### src/rtl/pri_icache_ctrl_master.sv
// pri_icache_ctrl_master
//
// Peripheral-side initiator of the private icache control channel. Decodes
// single-word accesses from the peripheral interconnect and turns them into
// bypass / full-flush / selective-flush handshakes towards the icache.
//
// Configuration macro: PRI_ICACHE_CTRL_STAT_EN
//   undefined : offsets 4-8 are unmapped (error response)
//   defined   : offsets 4-7 read the statistics counters, offset 8 is CTRL
//               (clear_regs_o one-cycle pulse, enable_regs_o level)
//
// Ports
//   clk_i, rst_ni          clock, asynchronous active-low reset
//   req_i .. id_i          peripheral slave request (add_i[5:2] = register)
//   gnt_o                  combinational grant
//   r_valid_o .. r_rdata_o registered response, one cycle after grant
//   bypass_req_o/ack_i     level bypass handshake
//   flush_req_o/ack_i      full flush request/acknowledge
//   sel_flush_*            selective flush request, address, acknowledge
//
// Register map (add_i[5:2])
//   0 ENABLE    W bit0=1 enable cache, R {31'b0, ~bypass_req_o}
//   1 FLUSH     W starts full flush, R 0
//   2 SEL_FLUSH W latches address and starts selective flush, R last address
//   3 STATUS    R {29'b0, sel_busy, flush_busy, bypass_ack_i}, W is an error

module pri_icache_ctrl_master #(
  parameter int unsigned ID_WIDTH   = 9,
  parameter logic        BYPASS_RST = 1'b1
) (
  input  logic                clk_i,
  input  logic                rst_ni,
  input  logic                req_i,
  input  logic [31:0]         add_i,
  input  logic                wen_i,
  input  logic [31:0]         wdata_i,
  input  logic [3:0]          be_i,
  input  logic [ID_WIDTH-1:0] id_i,
  output logic                gnt_o,
  output logic                r_valid_o,
  output logic                r_opc_o,
  output logic [ID_WIDTH-1:0] r_id_o,
  output logic [31:0]         r_rdata_o,
`ifdef PRI_ICACHE_CTRL_STAT_EN
  input  logic [31:0]         hit_count_i,
  input  logic [31:0]         trans_count_i,
  input  logic [31:0]         miss_count_i,
  input  logic [31:0]         cong_count_i,
  output logic                clear_regs_o,
  output logic                enable_regs_o,
`endif
  output logic                bypass_req_o,
  input  logic                bypass_ack_i,
  output logic                flush_req_o,
  input  logic                flush_ack_i,
  output logic                sel_flush_req_o,
  output logic [31:0]         sel_flush_addr_o,
  input  logic                sel_flush_ack_i
);

  localparam logic [3:0] OFF_ENABLE = 4'd0;
  localparam logic [3:0] OFF_FLUSH  = 4'd1;
  localparam logic [3:0] OFF_SEL    = 4'd2;
  localparam logic [3:0] OFF_STATUS = 4'd3;

  typedef enum logic [0:0] {FL_IDLE = 1'b0, FL_REQ = 1'b1} fl_state_e;

  fl_state_e           flush_state_q, flush_state_d;
  fl_state_e           sel_state_q, sel_state_d;
  logic                bypass_q, bypass_d;
  logic [31:0]         sel_addr_q, sel_addr_d;
  logic                r_valid_q, r_valid_d;
  logic                r_opc_q, r_opc_d;
  logic [ID_WIDTH-1:0] r_id_q, r_id_d;
  logic [31:0]         r_rdata_q, r_rdata_d;
`ifdef PRI_ICACHE_CTRL_STAT_EN
  logic                clear_q, clear_d;
  logic                enable_q, enable_d;
`endif

  logic [3:0] off_s;
  logic       is_wr_s;
  logic       flush_busy_s;
  logic       sel_busy_s;
  logic       stall_s;
  logic       gnt_s;
  logic       flush_start_s;
  logic       sel_start_s;
  logic       unused_s;

  assign off_s        = add_i[5:2];
  assign is_wr_s      = ~wen_i;
  assign flush_busy_s = (flush_state_q != FL_IDLE);
  assign sel_busy_s   = (sel_state_q != FL_IDLE);
  assign unused_s     = ^{add_i[31:6], add_i[1:0], be_i};

  // Stall decision: only writes that would disturb an ongoing handshake wait.
  always_comb begin
    stall_s = 1'b0;
    if (req_i && is_wr_s) begin
      case (off_s)
        OFF_ENABLE:        stall_s = (bypass_ack_i != bypass_q);
        OFF_FLUSH, OFF_SEL: stall_s = flush_busy_s || sel_busy_s;
        default:           stall_s = 1'b0;
      endcase
    end else begin
      stall_s = 1'b0;
    end
  end

  assign gnt_s = req_i && !stall_s;
  assign gnt_o = gnt_s;

  // Register decode: side effects and response payload of a granted access.
  always_comb begin
    bypass_d      = bypass_q;
    sel_addr_d    = sel_addr_q;
    flush_start_s = 1'b0;
    sel_start_s   = 1'b0;
    r_valid_d     = gnt_s;
    r_id_d        = r_id_q;
    r_opc_d       = 1'b0;
    r_rdata_d     = 32'h0000_0000;
`ifdef PRI_ICACHE_CTRL_STAT_EN
    clear_d       = 1'b0;
    enable_d      = enable_q;
`endif
    if (gnt_s) begin
      r_id_d = id_i;
      case (off_s)
        OFF_ENABLE: begin
          if (is_wr_s) bypass_d = ~wdata_i[0];
          else         r_rdata_d = {31'h0000_0000, ~bypass_q};
        end
        OFF_FLUSH: begin
          if (is_wr_s) flush_start_s = 1'b1;
          else         r_rdata_d = 32'h0000_0000;
        end
        OFF_SEL: begin
          if (is_wr_s) begin
            sel_addr_d  = wdata_i;
            sel_start_s = 1'b1;
          end else begin
            r_rdata_d = sel_addr_q;
          end
        end
        OFF_STATUS: begin
          if (is_wr_s) r_opc_d = 1'b1;
          else         r_rdata_d = {29'h0000_0000, sel_busy_s, flush_busy_s, bypass_ack_i};
        end
`ifdef PRI_ICACHE_CTRL_STAT_EN
        4'd4: begin
          if (is_wr_s) r_opc_d = 1'b1;
          else         r_rdata_d = hit_count_i;
        end
        4'd5: begin
          if (is_wr_s) r_opc_d = 1'b1;
          else         r_rdata_d = trans_count_i;
        end
        4'd6: begin
          if (is_wr_s) r_opc_d = 1'b1;
          else         r_rdata_d = miss_count_i;
        end
        4'd7: begin
          if (is_wr_s) r_opc_d = 1'b1;
          else         r_rdata_d = cong_count_i;
        end
        4'd8: begin
          if (is_wr_s) begin
            clear_d  = wdata_i[0];
            enable_d = wdata_i[1];
          end else begin
            r_rdata_d = {30'h0000_0000, enable_q, 1'b0};
          end
        end
`endif
        default: r_opc_d = 1'b1;
      endcase
    end else begin
      r_opc_d   = 1'b0;
      r_rdata_d = 32'h0000_0000;
    end
  end

  // Full flush FSM next state; ack outside REQ has no effect.
  always_comb begin
    flush_state_d = flush_state_q;
    case (flush_state_q)
      FL_IDLE: begin
        if (flush_start_s) flush_state_d = FL_REQ;
        else               flush_state_d = FL_IDLE;
      end
      FL_REQ: begin
        if (flush_ack_i) flush_state_d = FL_IDLE;
        else             flush_state_d = FL_REQ;
      end
      default: flush_state_d = FL_IDLE;
    endcase
  end

  // Selective flush FSM next state; same protocol as the full flush.
  always_comb begin
    sel_state_d = sel_state_q;
    case (sel_state_q)
      FL_IDLE: begin
        if (sel_start_s) sel_state_d = FL_REQ;
        else             sel_state_d = FL_IDLE;
      end
      FL_REQ: begin
        if (sel_flush_ack_i) sel_state_d = FL_IDLE;
        else                 sel_state_d = FL_REQ;
      end
      default: sel_state_d = FL_IDLE;
    endcase
  end

  // State and response registers.
  always_ff @(posedge clk_i or negedge rst_ni) begin
    if (!rst_ni) begin
      flush_state_q <= FL_IDLE;
      sel_state_q   <= FL_IDLE;
      bypass_q      <= BYPASS_RST;
      sel_addr_q    <= 32'h0000_0000;
      r_valid_q     <= 1'b0;
      r_opc_q       <= 1'b0;
      r_id_q        <= '0;
      r_rdata_q     <= 32'h0000_0000;
`ifdef PRI_ICACHE_CTRL_STAT_EN
      clear_q       <= 1'b0;
      enable_q      <= 1'b0;
`endif
    end else begin
      flush_state_q <= flush_state_d;
      sel_state_q   <= sel_state_d;
      bypass_q      <= bypass_d;
      sel_addr_q    <= sel_addr_d;
      r_valid_q     <= r_valid_d;
      r_opc_q       <= r_opc_d;
      r_id_q        <= r_id_d;
      r_rdata_q     <= r_rdata_d;
`ifdef PRI_ICACHE_CTRL_STAT_EN
      clear_q       <= clear_d;
      enable_q      <= enable_d;
`endif
    end
  end

  assign r_valid_o        = r_valid_q;
  assign r_opc_o          = r_opc_q;
  assign r_id_o           = r_id_q;
  assign r_rdata_o        = r_rdata_q;
  assign bypass_req_o     = bypass_q;
  assign flush_req_o      = (flush_state_q == FL_REQ);
  assign sel_flush_req_o  = (sel_state_q == FL_REQ);
  assign sel_flush_addr_o = sel_addr_q;
`ifdef PRI_ICACHE_CTRL_STAT_EN
  assign clear_regs_o     = clear_q;
  assign enable_regs_o    = enable_q;
`endif

endmodule
### config.mk
export PLATFORM = sky130hd
export DESIGN_NAME = pri_icache_ctrl_master
export DESIGN_NICKNAME = d
export VERILOG_FILES = /design/src/rtl/pri_icache_ctrl_master.sv
export SDC_FILE = /design/constraint.sdc
export NUM_CORES = 1
export LEC_CHECK = 0
export BUFFER_PORTS_ARGS = -buffer_cell sky130_fd_sc_hd__buf_2
export CORE_MARGIN = 10
export CORE_UTILIZATION = 49
export CTS_CLUSTER_SIZE = 16
export DETAILED_ROUTE_END_ITERATION = 8
export GPL_TIMING_DRIVEN = 0
export PLACE_DENSITY_LB_ADDON = 0.3
export SLEW_MARGIN = 20
export SYNTH_ARGS = -nofsm -noshare
export SYNTH_HDL_FRONTEND = slang
export SYNTH_SLANG_ARGS = --single-unit
### constraint.sdc
create_clock -name clk_i -period 4.5 [get_ports clk_i]
set_input_delay 1.125 -clock clk_i [delete_from_list [all_inputs] [get_ports clk_i]]
set_output_delay 1.125 -clock clk_i [all_outputs]
set_load 0.02 [all_outputs]
* Yosys cells after proc, flatten, opt, wreduce, memory -nomap -nowiden
Cells that the tools add are included.
Operators by class: eq/ne operators 4, muxes and demuxes 20, bitwise logic cells 5, reduce and logical (&&, ||, !) cells 9
Operator list (number):
- $pmux W32 S3 | 1
- $mux W32 | 2
- $mux W1 | 12
- $eq A4 B2 Y1 const B | 2
- $pmux W1 S2 | 4
- $reduce_and A3 Y1 | 2
- $not A1 Y1 | 5
- $eq A4 B1 Y1 const B | 1
- $logic_not A4 Y1 | 1
- $mux W3 | 1
- $reduce_or A3 Y1 | 1
- $logic_and A1 B1 Y1 | 2
- $reduce_or A2 Y1 | 1
- $logic_not A1 Y1 | 1
- $logic_or A1 B1 Y1 | 1
- $ne A1 B1 Y1 | 1
Storage, ports and cells: register bits 78, input bits 84, output and inout port bits 79

* Longest topological paths before layout
depth in word-level cells 9, mapped depth 6

* Worst setup path after synthesis
No wires, ideal clock.
path kind input-to-output, from input add_i[2], to output gnt_o, data arrival time 2.337 ns, data required time 3.375 ns, slack 1.038 ns, stages on the path 6, buffers on the path 2, cell sequence buf_2 > nor3_4 > nand3b_2 > and2_1 > buf_2 > o21a_1
On the way: word-level cells in the longest chain between the ends 6
Ends and longest elaborated chain:
- start: declaration | RTL line 34 | input logic [31:0] add_i,
- $eq A4 B2 Y1 / $eq A4 B1 Y1 (equally long branches) | RTL line 101 | case (off_s)
- $reduce_or A2 Y1 | RTL line 101
- $pmux W1 S2 (*) | RTL line 101
- $mux W1 (*) | RTL line 100 | if (req_i && is_wr_s) begin
- $logic_not A1 Y1 (*) | RTL line 111 | assign gnt_s = req_i && !stall_s;
- $logic_and A1 B1 Y1 (*) | RTL line 111
- end: declaration | RTL line 39 | output logic gnt_o,
Mark *: on every way between the ends. The rest lies on a longest branch, timed or not.

* Final worst setup path
Same ends and word-level chain as after synthesis.

==> results.py <==
metrics = {
    "drt": {
        "wl_mm": 7.96,
        "drcViolationCount": 0,
        "drtIter0Drc": 68,
        "wire_per_inst_um": 17.5,
        "vias": 2340,
        "vias_per_cell": 5.15,
        "first_pass_iters": 4,
        "ant_nets": 0,
    },
    "final_layout": {
        "drive_gt1_frac": 0.503,
        "final_cells": 454,
        "nets": 456,
        "area_growth_syn_to_layout_pct": 30.5,
    },
    "clock_network": {
        "cts.sinks": 78,
        "cts_tree": "done",
        "clk_latency_ns": 0.35,
        "cts_resized": 0,
        "hold_buffers": 0,
        "cts_root_buf": "clkbuf_8",
        "cts_max_path_buffers": 2,
        "cts_buffers": 9,
        "clk_pin_slew_ns": 0.09,
        "post_cts_buffers": 0,
        "cts_max_level": 3,
    },
    "synthesis": {
        "syn_inst": 232,
        "ys.flop_type": "dfrtp_1",
        "synth-compound-area-share": 0.0595,
        "synthXorXnorAreaFrac": 0.00272,
        "synth_area_um2": 3220,
        "yosys_warnings": 0,
        "yosysTopAreaCellShare": 0.599,
        "avgSynthCellArea_um2": 13.9,
        "synth_edf_count": 0,
        "yosysMostFrequentCell": "dfrtp_1",
        "synth_commonest_cells": "dfrtp_1, and2_1, mux2_4",
        "syn-num-nets": 316,
        "synthAdderAreaFrac": 0,
        "synth_top_family_by_area": "multiplexers",
        "synth-seq-cells": 78,
        "synth_cell_types": 32,
        "async_flop_share": 1.00,
        "yosys-top-cells-area": "dfrtp_1, mux2_4, and2_1",
        "yosys.area_share.simple": 0.147,
        "synth_mux_area_frac": 0.156,
        "synth_seq_area_share": 0.607,
        "synth_area_leader_cell": "dfrtp_1",
    },
    "placed_design": {
        "dp_slack_ns": 0.747,
        "post-dp-hpwl_mm": 5.93,
        "dpl.cell_count": 438,
        "gp_congestion": 0.748,
        "portBuffers": 128,
    },
    "sta": {
        "maxSlewViolCount": 0,
        "maxSlewHeadroom": 0.682,
        "rsz0062_at_grt": "no",
        "final-hold-violation-count": 0,
        "fin_crit_ns": 3.78,
        "finalSetupTns_ns": 0,
        "max_freq_mhz": 265,
        "clock_skew_ns": 0.0144,
        "setup_viol": 0,
        "tightest_slew_ns": 0.477,
        "period_share": 0.839,
        "fin_ws_ns": 0.723,
    },
    "setup_path": {
        "critPathCapture": "gnt_o",
        "r2r_end": "r_valid_o",
        "reg2reg_slack_ns": 2.75,
        "startpoint_type": "primary input",
        "cp_data_required_time_ns": 3.38,
        "crit_path_end_kind": "primary output",
        "cp_max_fo": 10,
        "criticalPathCategory": "primary input to primary output",
        "timing.rr.start": "bypass_req_o",
        "crit_arrival_ns": 2.65,
        "startpoint": "add_i[2]",
        "reg2reg_depth": 5,
    },
    "floorplan": {
        "coreArea_um2": 6350,
        "ios": 163,
        "std_cell_rows": 29,
        "initial_utilization": 0.507,
        "die-area_um2": 10200,
        "die_w_um": 101,
        "fp.dieH_um": 101,
    },
    "global_route": {
        "antenna_found_initial": 1,
        "grt_max_degree": 56,
        "gr-usage-all-layers": 0.152,
        "grt_pass1_wl_mm": 12.3,
        "grt_pass1_vias": 2431,
        "grt_overflow": 0,
    },
    "power": {
        "power_mw": 1.73,
        "pwr_density_cell_nw_per_um2": 413,
        "vdd_drop_max_uv": 271,
        "p_leak_nw": 2.32,
    },
    "run": {
        "maxCapViolCount": 0,
    },
    "outcome": {
        "status": "finished clean",
    },
    "min_path": {
        "hold_path_class": "register to register",
    },
}
metrics by stage:
step | hold WS [ns] | util | instance area, um^2
5_1_grt | 0.524 | 0.660 | 4190
2_1_floorplan | 0.534 | - | 3220
3_5_place_dp | 0.485 | 0.627 | 3980
3_3_place_gp | 0.473 | 0.623 | 3950
4_1_cts | 0.505 | 0.660 | 4190
6_report | 0.498 | 0.661 | 4200
worst max-delay path, cell delays in order:
cell and delay (ns):
buf_2 0.17, nor3_4 0.29, nand3b_2 0.26, and2_1 0.25
buf_2 0.19, o21a_1 0.20, buf_2 0.16
area by class of cell:
cell class,instances,area (um^2)
timing repair buffer,129,671
clock buffer,9,124
buffer,14,80.1
inverter,3,11.3
sequential,78,1950
antenna,1,2.50
fill,477,2150
clock inverter,6,86.3
multi-input combinational,137,1170
tap,77,96.3
cell usage in the layout (no fill, tap or decap), drive strengths merged, types with 2 or more instances in the layout:
cell type | Yosys | routed
inv | 3 | 4
mux2 | 33 | 33
bufinv | 0 | 2
nand2b | 9 | 9
mux2i | 2 | 2
a2bb2oi | 2 | 2
dfrtp | 77 | 77
nand4 | 10 | 10
nor2b | 10 | 10
nand2 | 3 | 3
a21oi | 9 | 9
o211ai | 9 | 9
and2 | 31 | 31
clkinv | 0 | 2
buf | 7 | 136
clkbuf | 7 | 16
o21ai | 2 | 2
nor2 | 5 | 5
power by group:
part	internal, mW	total (mW)	switching, mW
clock	0.309	0.569	0.260
sequential	0.770	0.818	0.0482
combinational	0.158	0.344	0.187
worst min-delay path by stage:
stage                    startpoint       endpoint  cells after the start
6_report       sel_flush_addr_o[28]  r_rdata_o[28]                      1
5_1_grt        sel_flush_addr_o[29]  r_rdata_o[29]                      1
4_1_cts         sel_flush_addr_o[5]   r_rdata_o[5]                      1
3_5_place_dp   sel_flush_addr_o[30]  r_rdata_o[30]                      1
3_3_place_gp   sel_flush_addr_o[29]  r_rdata_o[29]                      1
2_1_floorplan          bypass_req_o   bypass_req_o                      2
registers in the layout (all words and copies together), names as in the netlist:
register	cells
bypass_req_o	1
sel_flush_req_o	1
r_opc_o	1
r_rdata_o	32
flush_req_o	1
r_id_o	9
sel_flush_addr_o	32
r_valid_o	1
cell families (layout without fill, tap and decap cells):
| family | Yosys count | count (layout) |
|---|---|---|
| DFF | 78 | 78 |
| xor gates and xnor gates | 1 | 1 |
| other | 0 | 1 |
| buffers and inverters | 17 | 161 |
| muxes | 35 | 35 |
| AOI/OAI and AO/OA | 27 | 27 |
| and+or+nand+nor | 74 | 74 |
metal layers:
layer  vias up  routed length, um  track usage
li1       1082                  -            -
met1      1148               3310        0.180
met2       104               3670        0.233
met3         6                925       0.0789
met4         0                 59       0.0547
met5         -                  0            0
(Power assumes the default switching activity.)
